$ cat src/rtl/mem_bus_pkg.sv
// Shared definitions for initiators and arbiters on the 14-bit address /
// 16-bit data memory bus that fronts the mapped-register bank.
package mem_bus_pkg;

  localparam int ADDR_W = 14;
  localparam int DATA_W = 16;

  // Encoding is visible on debug outputs, so keep the numeric values fixed.
  typedef enum logic [1:0] {
    ST_IDLE  = 2'd0,
    ST_WRITE = 2'd1,
    ST_READ  = 2'd2,
    ST_RSP   = 2'd3
  } bus_state_e;

  function automatic bit read_lat_legal(input int lat);
    return (lat >= 1) && (lat <= 15);
  endfunction

endpackage

$ cat src/rtl/mem_bus_initiator_if.sv
// Client request/response channels plus memory-bus pins of one initiator.
// Port names are given from the initiator's point of view (i_ in, o_ out).
interface mem_bus_initiator_if
  import mem_bus_pkg::*;
#(
  parameter int AW = ADDR_W,
  parameter int DW = DATA_W
) ();

  // Both channels use valid/ready: a transfer happens on the rising edge where
  // valid and ready are both high; the sender holds valid and payload stable
  // until then, and ready may be asserted independently of valid.
  logic          i_reqValid;
  logic          o_reqReady;
  logic [AW-1:0] i_reqAddr;
  logic [DW-1:0] i_reqData;
  logic          i_reqWrite;
  logic          i_hold;

  logic          o_rspValid;
  logic [DW-1:0] o_rspData;
  logic          i_rspReady;

  logic [AW-1:0] o_memAddr;
  logic [DW-1:0] o_memDataOut;
  logic          o_memWrEn;
  logic [DW-1:0] i_memDataIn;

  modport master (
    input  i_reqValid, i_reqAddr, i_reqData, i_reqWrite, i_hold,
    output o_reqReady,
    output o_rspValid, o_rspData,
    input  i_rspReady,
    output o_memAddr, o_memDataOut, o_memWrEn,
    input  i_memDataIn
  );

  modport slave (
    output i_reqValid, i_reqAddr, i_reqData, i_reqWrite, i_hold,
    input  o_reqReady,
    input  o_rspValid, o_rspData,
    output i_rspReady,
    input  o_memAddr, o_memDataOut, o_memWrEn,
    output i_memDataIn
  );

endinterface

$ cat src/rtl/mem_bus_initiator.sv
// Single-outstanding memory-bus initiator: one-cycle write strobe, reads
// sampled READ_LAT cycles after the address is driven, response held until taken.
module mem_bus_initiator #(
  parameter int READ_LAT = 1,
  parameter int ADDR_W   = mem_bus_pkg::ADDR_W,
  parameter int DATA_W   = mem_bus_pkg::DATA_W
) (
  input  logic                i_clk,
  input  logic                i_rstn,
  mem_bus_initiator_if.master io_bus,
  output logic                o_busy,
  output logic [1:0]          o_dbgState
);
  import mem_bus_pkg::*;

  if (!read_lat_legal(READ_LAT)) begin : g_bad_read_lat
    $error("mem_bus_initiator: READ_LAT=%0d outside 1..15", READ_LAT);
  end

  localparam logic [1:0] S_IDLE  = ST_IDLE;
  localparam logic [1:0] S_WRITE = ST_WRITE;
  localparam logic [1:0] S_READ  = ST_READ;
  localparam logic [1:0] S_RSP   = ST_RSP;

  localparam logic [3:0] LAT_LAST = 4'(READ_LAT - 1);

  logic [1:0]        r_state;
  logic [1:0]        w_state_nxt;
  logic [3:0]        r_lat_cnt;
  logic              r_write;
  logic [ADDR_W-1:0] r_mem_addr;
  logic [DATA_W-1:0] r_mem_data;
  logic              r_rsp_valid;
  logic [DATA_W-1:0] r_rsp_data;

  logic w_req_ready;
  logic w_accept;
  logic w_lat_done;

  assign w_req_ready = (r_state == S_IDLE) & ~io_bus.i_hold;
  assign w_accept    = w_req_ready & io_bus.i_reqValid;
  assign w_lat_done  = (r_lat_cnt == LAT_LAST);

  always_comb begin
    w_state_nxt = r_state;
    case (r_state)
      S_IDLE:  if (w_accept) w_state_nxt = io_bus.i_reqWrite ? S_WRITE : S_READ;
      S_WRITE: w_state_nxt = S_IDLE;
      S_READ:  if (w_lat_done) w_state_nxt = S_RSP;
      S_RSP:   if (io_bus.i_rspReady) w_state_nxt = S_IDLE;
      default: w_state_nxt = S_IDLE;
    endcase
  end

  // Address/data registers load only on acceptance, so the bus keeps showing
  // the last transaction between requests instead of returning to zero.
  always_ff @(posedge i_clk or negedge i_rstn) begin
    if (!i_rstn) begin
      r_state     <= S_IDLE;
      r_lat_cnt   <= 4'd0;
      r_write     <= 1'b0;
      r_mem_addr  <= '0;
      r_mem_data  <= '0;
      r_rsp_valid <= 1'b0;
      r_rsp_data  <= '0;
    end else begin
      r_state <= w_state_nxt;
      if (w_accept) begin
        r_mem_addr <= io_bus.i_reqAddr;
        r_mem_data <= io_bus.i_reqData;
        r_write    <= io_bus.i_reqWrite;
      end
      if (r_state == S_READ) begin
        if (w_lat_done) begin
          r_rsp_data  <= io_bus.i_memDataIn;
          r_rsp_valid <= 1'b1;
          r_lat_cnt   <= 4'd0;
        end else begin
          r_lat_cnt <= r_lat_cnt + 4'd1;
        end
      end
      if ((r_state == S_RSP) && io_bus.i_rspReady) begin
        r_rsp_valid <= 1'b0;
      end
    end
  end

  // Decoded straight from registers so reset drops the strobe immediately.
  assign io_bus.o_memWrEn    = (r_state == S_WRITE) & r_write;
  assign io_bus.o_memAddr    = r_mem_addr;
  assign io_bus.o_memDataOut = r_mem_data;
  assign io_bus.o_reqReady   = w_req_ready;
  assign io_bus.o_rspValid   = r_rsp_valid;
  assign io_bus.o_rspData    = r_rsp_data;

  assign o_busy     = (r_state != S_IDLE);
  assign o_dbgState = r_state;

endmodule

$ cat src/flat_wrapper.sv
// flat-port wrapper written by rule: the top's interface ports become plain ports
module mem_bus_initiator_flat import mem_bus_pkg::*;
#(
  parameter int READ_LAT = 1,
  parameter int ADDR_W   = mem_bus_pkg::ADDR_W,
  parameter int DATA_W   = mem_bus_pkg::DATA_W
)
  (i_clk, i_rstn, o_busy, o_dbgState, io_bus_i_reqValid, io_bus_i_reqAddr, io_bus_i_reqData, io_bus_i_reqWrite, io_bus_i_hold, io_bus_o_reqReady, io_bus_o_rspValid, io_bus_o_rspData, io_bus_i_rspReady, io_bus_o_memAddr, io_bus_o_memDataOut, io_bus_o_memWrEn, io_bus_i_memDataIn);
  mem_bus_initiator_if io_bus_i ();
  input  logic i_clk;
  input  logic i_rstn;
  output logic o_busy;
  output logic [1:0] o_dbgState;
  input wire logic [$bits(io_bus_i.i_reqValid)-1:0] io_bus_i_reqValid;
  input wire logic [$bits(io_bus_i.i_reqAddr)-1:0] io_bus_i_reqAddr;
  input wire logic [$bits(io_bus_i.i_reqData)-1:0] io_bus_i_reqData;
  input wire logic [$bits(io_bus_i.i_reqWrite)-1:0] io_bus_i_reqWrite;
  input wire logic [$bits(io_bus_i.i_hold)-1:0] io_bus_i_hold;
  output wire logic [$bits(io_bus_i.o_reqReady)-1:0] io_bus_o_reqReady;
  output wire logic [$bits(io_bus_i.o_rspValid)-1:0] io_bus_o_rspValid;
  output wire logic [$bits(io_bus_i.o_rspData)-1:0] io_bus_o_rspData;
  input wire logic [$bits(io_bus_i.i_rspReady)-1:0] io_bus_i_rspReady;
  output wire logic [$bits(io_bus_i.o_memAddr)-1:0] io_bus_o_memAddr;
  output wire logic [$bits(io_bus_i.o_memDataOut)-1:0] io_bus_o_memDataOut;
  output wire logic [$bits(io_bus_i.o_memWrEn)-1:0] io_bus_o_memWrEn;
  input wire logic [$bits(io_bus_i.i_memDataIn)-1:0] io_bus_i_memDataIn;
  assign io_bus_i.i_reqValid = io_bus_i_reqValid;
  assign io_bus_i.i_reqAddr = io_bus_i_reqAddr;
  assign io_bus_i.i_reqData = io_bus_i_reqData;
  assign io_bus_i.i_reqWrite = io_bus_i_reqWrite;
  assign io_bus_i.i_hold = io_bus_i_hold;
  assign io_bus_o_reqReady = io_bus_i.o_reqReady;
  assign io_bus_o_rspValid = io_bus_i.o_rspValid;
  assign io_bus_o_rspData = io_bus_i.o_rspData;
  assign io_bus_i.i_rspReady = io_bus_i_rspReady;
  assign io_bus_o_memAddr = io_bus_i.o_memAddr;
  assign io_bus_o_memDataOut = io_bus_i.o_memDataOut;
  assign io_bus_o_memWrEn = io_bus_i.o_memWrEn;
  assign io_bus_i.i_memDataIn = io_bus_i_memDataIn;
  mem_bus_initiator #(.READ_LAT(READ_LAT), .ADDR_W(ADDR_W), .DATA_W(DATA_W)) u_core (.i_clk(i_clk), .i_rstn(i_rstn), .io_bus(io_bus_i), .o_busy(o_busy), .o_dbgState(o_dbgState));
endmodule
$ cat config.mk
export PLATFORM = sky130hd
export DESIGN_NAME = mem_bus_initiator_flat
export DESIGN_NICKNAME = d
export VERILOG_FILES = /design/src/rtl/mem_bus_pkg.sv /design/src/rtl/mem_bus_initiator_if.sv /design/src/rtl/mem_bus_initiator.sv /design/src/flat_wrapper.sv
export SDC_FILE = /design/constraint.sdc
export NUM_CORES = 1
export LEC_CHECK = 0
export BUFFER_PORTS_ARGS = -buffer_cell sky130_fd_sc_hd__clkbuf_2
export CAP_MARGIN = 20
export CORE_ASPECT_RATIO = 1.2
export CORE_MARGIN = 3
export CORE_UTILIZATION = 30
export CTS_CLUSTER_SIZE = 30
export DETAILED_ROUTE_END_ITERATION = 10
export PLACE_DENSITY = 0.6
export RECOVER_POWER = 25
export SETUP_SLACK_MARGIN = 0.3
export SLEW_MARGIN = 10
export SYNTH_ARGS = -nofsm -noshare
export SYNTH_HDL_FRONTEND = slang
export SYNTH_SLANG_ARGS = --single-unit
$ cat constraint.sdc
create_clock -name i_clk -period 3 [get_ports i_clk]
set_input_delay 0.45 -clock i_clk [delete_from_list [all_inputs] [get_ports i_clk]]
set_output_delay 0.45 -clock i_clk [all_outputs]
set_load 0.1 [all_outputs]
After elaboration in Yosys (flattened, before gate mapping)
Cells that the tools add are included.

Register bits: 54. Bits in latches: 0. Bits in writable memories: 0. Bits in read-only memories: 0. Bits of input ports: 52. Output and inout port bits: 52. Word-level logic and storage cells: 36. Memories: 0.

$add $sub $neg: 1. $mul: 0. Div/mod/pow operators: 0. $lt $le $gt $ge: 0. Equal/unequal tests: 6. Shift operators: 0. Multiplexer cells: 9. Bitwise gates (word level): 4. Reductions and logical operators: 9.

Operators with widths (number): 2-bit two-way mux (4); 2-bit one-hot mux with 4 select lines (1); 2-bit nonzero test (3); 4-bit by 1-bit adder with 4-bit output, second input constant (1); 2-bit equality test, second input constant (2); 4-bit logical NOT (1); 4-bit two-way mux (1); 2-bit by 1-bit inequality test with 1-bit output, second input constant (2); 2-bit AND reduction (2); 1-bit AND (3); 1-bit two-way mux (3); 3-bit AND reduction (1); 2-bit by 1-bit equality test with 1-bit output, second input constant (1); 2-bit logical NOT (1); 2-bit inequality test, second input constant (1); 1-bit logical AND (1); 1-bit NOT (1).

Depth between registers and ports, before layout
Depth in word-level cells: 5. Depth in mapped cells: 5. Gate-level depth less buffers: 4.

Least setup slack after synthesis
Ideal clock, no wire load.

Path kind: register to output. Start point: register u_core.r_state[1] (netlist: u_core.o_dbgState[1]). End point: output io_bus_o_reqReady. Arrival time: 2923 ps. Setup slack: -373 ps. Cell stages (with the launch flop): 4. Path buffers: 1. Path through: dfrtp_1 buf_4 or2_2 nor2_1.

Longest elaborated chain between the ends: 2.

RTL lines: start, declared (RTL line mem_bus_initiator.sv:27) `logic [1:0] r_state;`; start signal, assigned (RTL line mem_bus_initiator.sv:67) `r_state <= w_state_nxt;`; 2-bit logical NOT (RTL line mem_bus_initiator.sv:40) `assign w_req_ready = (r_state == S_IDLE) & ~io_bus.i_hold;`; 1-bit AND (RTL line mem_bus_initiator.sv:40); end, declared (RTL line flat_wrapper.sv:19) `output wire logic [$bits(io_bus_i.o_reqReady)-1:0] io_bus_o_reqReady;`.

No other way between the ends.

Worst setup path in the final report
Same ends and word-level chain as after synthesis.

==> flow_summary.json <==
{
  "dieArea_sq_um": 8530,
  "rrSetupSlack_ns": 1.21,
  "avgSynthCellArea_sq_um": 16.1,
  "dr.pass1.iters": 4,
  "syn_nets": 193,
  "clock_sinks": 54,
  "grt_max_degree": 55,
  "post_cts.repair.setup_buffers": 0,
  "die-width_microns": 84.8,
  "regArea_sq_um": 1350,
  "cts.repair.resized": 0,
  "fin_crit_sh": 0.716,
  "worstSetupPathType": "flop to primary output",
  "grt-ovfl-total": 0,
  "worstPathCellList": "or2_2 -> nor2_2 -> clkbuf_2",
  "num_rows": 33,
  "outcome": "completed",
  "cts_tree": "done",
  "relSlewSlack": 0.148,
  "tightest_slew_ns": 1.28,
  "nets": 299,
  "worst-path-max-fanout": 9,
  "slowest_delay_ns": 0.50,
  "holdPathEnd": "u_core.o_dbgState[1]",
  "multiInputGateArea_sq_um": 811,
  "syn_inst": 139,
  "yosys.cell_count.top_type": "dfrtp_1",
  "critPathCaptureType": "primary output",
  "yosysUniqueCellTypes": 22,
  "diodes": 0,
  "vias": 1440,
  "hold_viol": 0,
  "synth_edf_count": 0,
  "grt_pass1_vias": 1557,
  "r2r-start": "u_core.o_dbgState[1]",
  "worst_hold_path_type": "input pin to flop",
  "synth_top_area_share": 0.604,
  "vias_per_cell": 4.34,
  "yosysWarnings": 0,
  "num-fill-cells": 694,
  "arrival_ns": 1.70,
  "maxSlewViolCount": 0,
  "initial_utilization": 0.319,
  "ys.flop_type": "dfrtp_1",
  "grt_use_total": 0.106,
  "min-delay-start": "io_bus_i_reqWrite",
  "clkLatencyLatePin_ns": 0.30,
  "yosysTopAreaCell": "dfrtp_1",
  "worstSetupStartpointType": "flop",
  "antenna_found_initial": 0,
  "grt_pass1_wl_mm": 7.40,
  "core_area_sq_um": 7020,
  "finClkSkew_ns": 0.0106,
  "layout_min_cycle_time_ns": 2.15,
  "clockBufferDepth": 2,
  "numCtsBuffers": 5,
  "grt_setup_unrepaired": "false",
  "required_ns": 2.55,
  "r2r_end": "u_core.io_bus.o_memAddr[8]",
  "area_growth_pct": 29.4,
  "drtIter0Drc": 39,
  "setup_viol_count_final": 0,
  "antenna_left": 0,
  "synth_area_leaders": "dfrtp_1 (60%), mux2_4 (13%), mux2_2 (13%)",
  "io_pins": 104,
  "htree_levels": 2,
  "ys_seq_elements": 54,
  "ys_seq_area_frac": 0.604,
  "hold_depth": 2,
  "routed_wl_mm": 4.23,
  "cts_root_buf": "clkbuf_8",
  "clkSlewWorstSetupHoldPaths_ns": 0.10,
  "wl_per_cell_microns": 12.7,
  "crit_slowest_cell": "dfrtp_1",
  "finalSetupTns_ns": 0,
  "r2r_cells": 3,
  "async_flop_share": 1.00,
  "cap_viol_max_count": 0,
  "dp.final_hpwl_mm": 3.24,
  "die_y_microns": 101,
  "synth_common_cells": "dfrtp_1 (54), mux2_2 (26), mux2_4 (20)",
  "numPortBuffers": 103,
  "syn-cell-area_sq_um": 2240,
  "drcViolationCount": 0,
  "max_freq_mhz": 465,
  "cts_hold_buf": 0,
  "place_congestion": 0.716,
  "final_layout_size_suffix_gt1_frac": 0.669
}
## logic make-up (layout without fill, tap and decap cells)
group / after synthesis / count (layout) / share of synthesized area
compound gates: 5 / 5 / 0.0145
xor+xnor: 2 / 2 / 0.00784
fa+ha+maj: 2 / 2 / 0.0112
buf+inv: 10 / 116 / 0.0353
flops: 54 / 54 / 0.604
mux: 47 / 47 / 0.270
simple gates: 19 / 19 / 0.0571
## layer usage
metal / global-route usage / routed length, microns / vias to the layer above
met5: 0 / 0 / -
met4: 0.0256 / 42 / 0
met3: 0.0237 / 322 / 5
met2: 0.178 / 2070 / 62
met1: 0.140 / 1790 / 693
li1: - / - / 680
## final cells by class
| class | count | area share |
|---|---|---|
| sequential | 54 | 0.467 |
| multi-input combinational | 75 | 0.280 |
| timing repair buffer | 105 | 0.182 |
| tap | 87 | 0.0376 |
| clock buffer | 6 | 0.0251 |
| inverter | 4 | 0.00519 |
| clock inverter | 1 | 0.00259 |
## state kept, by name (all words and copies together) (netlist names)
register                    cells
u_core.io_bus.o_rspValid        1
u_core.io_bus.o_memDataOut     16
u_core.o_dbgState               2
u_core.r_lat_cnt                4
u_core.io_bus.o_memAddr        14
u_core.r_write                  1
u_core.io_bus.o_rspData        16
## worst max path at each step
stage,from,end,cells past startpoint
after floorplan,u_core.o_dbgState[1],io_bus_o_reqReady,3
after global placement,u_core.o_dbgState[1],io_bus_o_reqReady,3
after detailed placement,u_core.o_dbgState[0],io_bus_o_reqReady,3
after CTS,u_core.o_dbgState[1],io_bus_o_reqReady,3
after global routing,u_core.o_dbgState[1],io_bus_o_reqReady,3
final,u_core.o_dbgState[1],io_bus_o_reqReady,3
## worst max-delay path, delay by kind of cell (launching register included)
kind / cells / cell delay [ns]
flip-flops: 1 / 0.50
buffers and inverters: 1 / 0.45
AND/OR/NAND/NOR: 2 / 0.44
## per-stage QoR
stage / hold slack, ns / area [sq um] / instances / worst slack [ns] / util
after CTS: 0.289 / 2900 / 332 / 0.829 / 0.413
after floorplan: 0.154 / 2240 / 139 / 0.0953 / -
after global routing: 0.353 / 2890 / 332 / 0.780 / 0.412
final: 0.347 / 2890 / 332 / 0.851 / 0.412
after global placement: 0.461 / 2820 / 325 / 1.20 / 0.401
after detailed placement: 0.468 / 2820 / 325 / 1.18 / 0.401
## layout by cell type (no fill, tap or decap)
cell / count
clkbuf_2: 104
dfrtp_1: 54
mux2_2: 26
mux2_4: 20
nand2_1: 8
clkbuf_8: 5
inv_1: 4
o21ai_0: 3
nor2_2: 2
xnor2_1: 2
ha_1: 2
or2_2: 1
nor4b_4: 1
nor2b_4: 1
nor2_1: 1
nand3_4: 1
nand3b_1: 1
and2_1: 1
a21bo_2: 1
mux2i_1: 1
o211ai_1: 1
nand4_1: 1
nand3_1: 1
clkbuf_1: 1
clkinvlp_4: 1
buf_4: 1
Power is not shown: default switching activity piles up to over one toggle a cycle in this logic, so the estimate is an artifact.
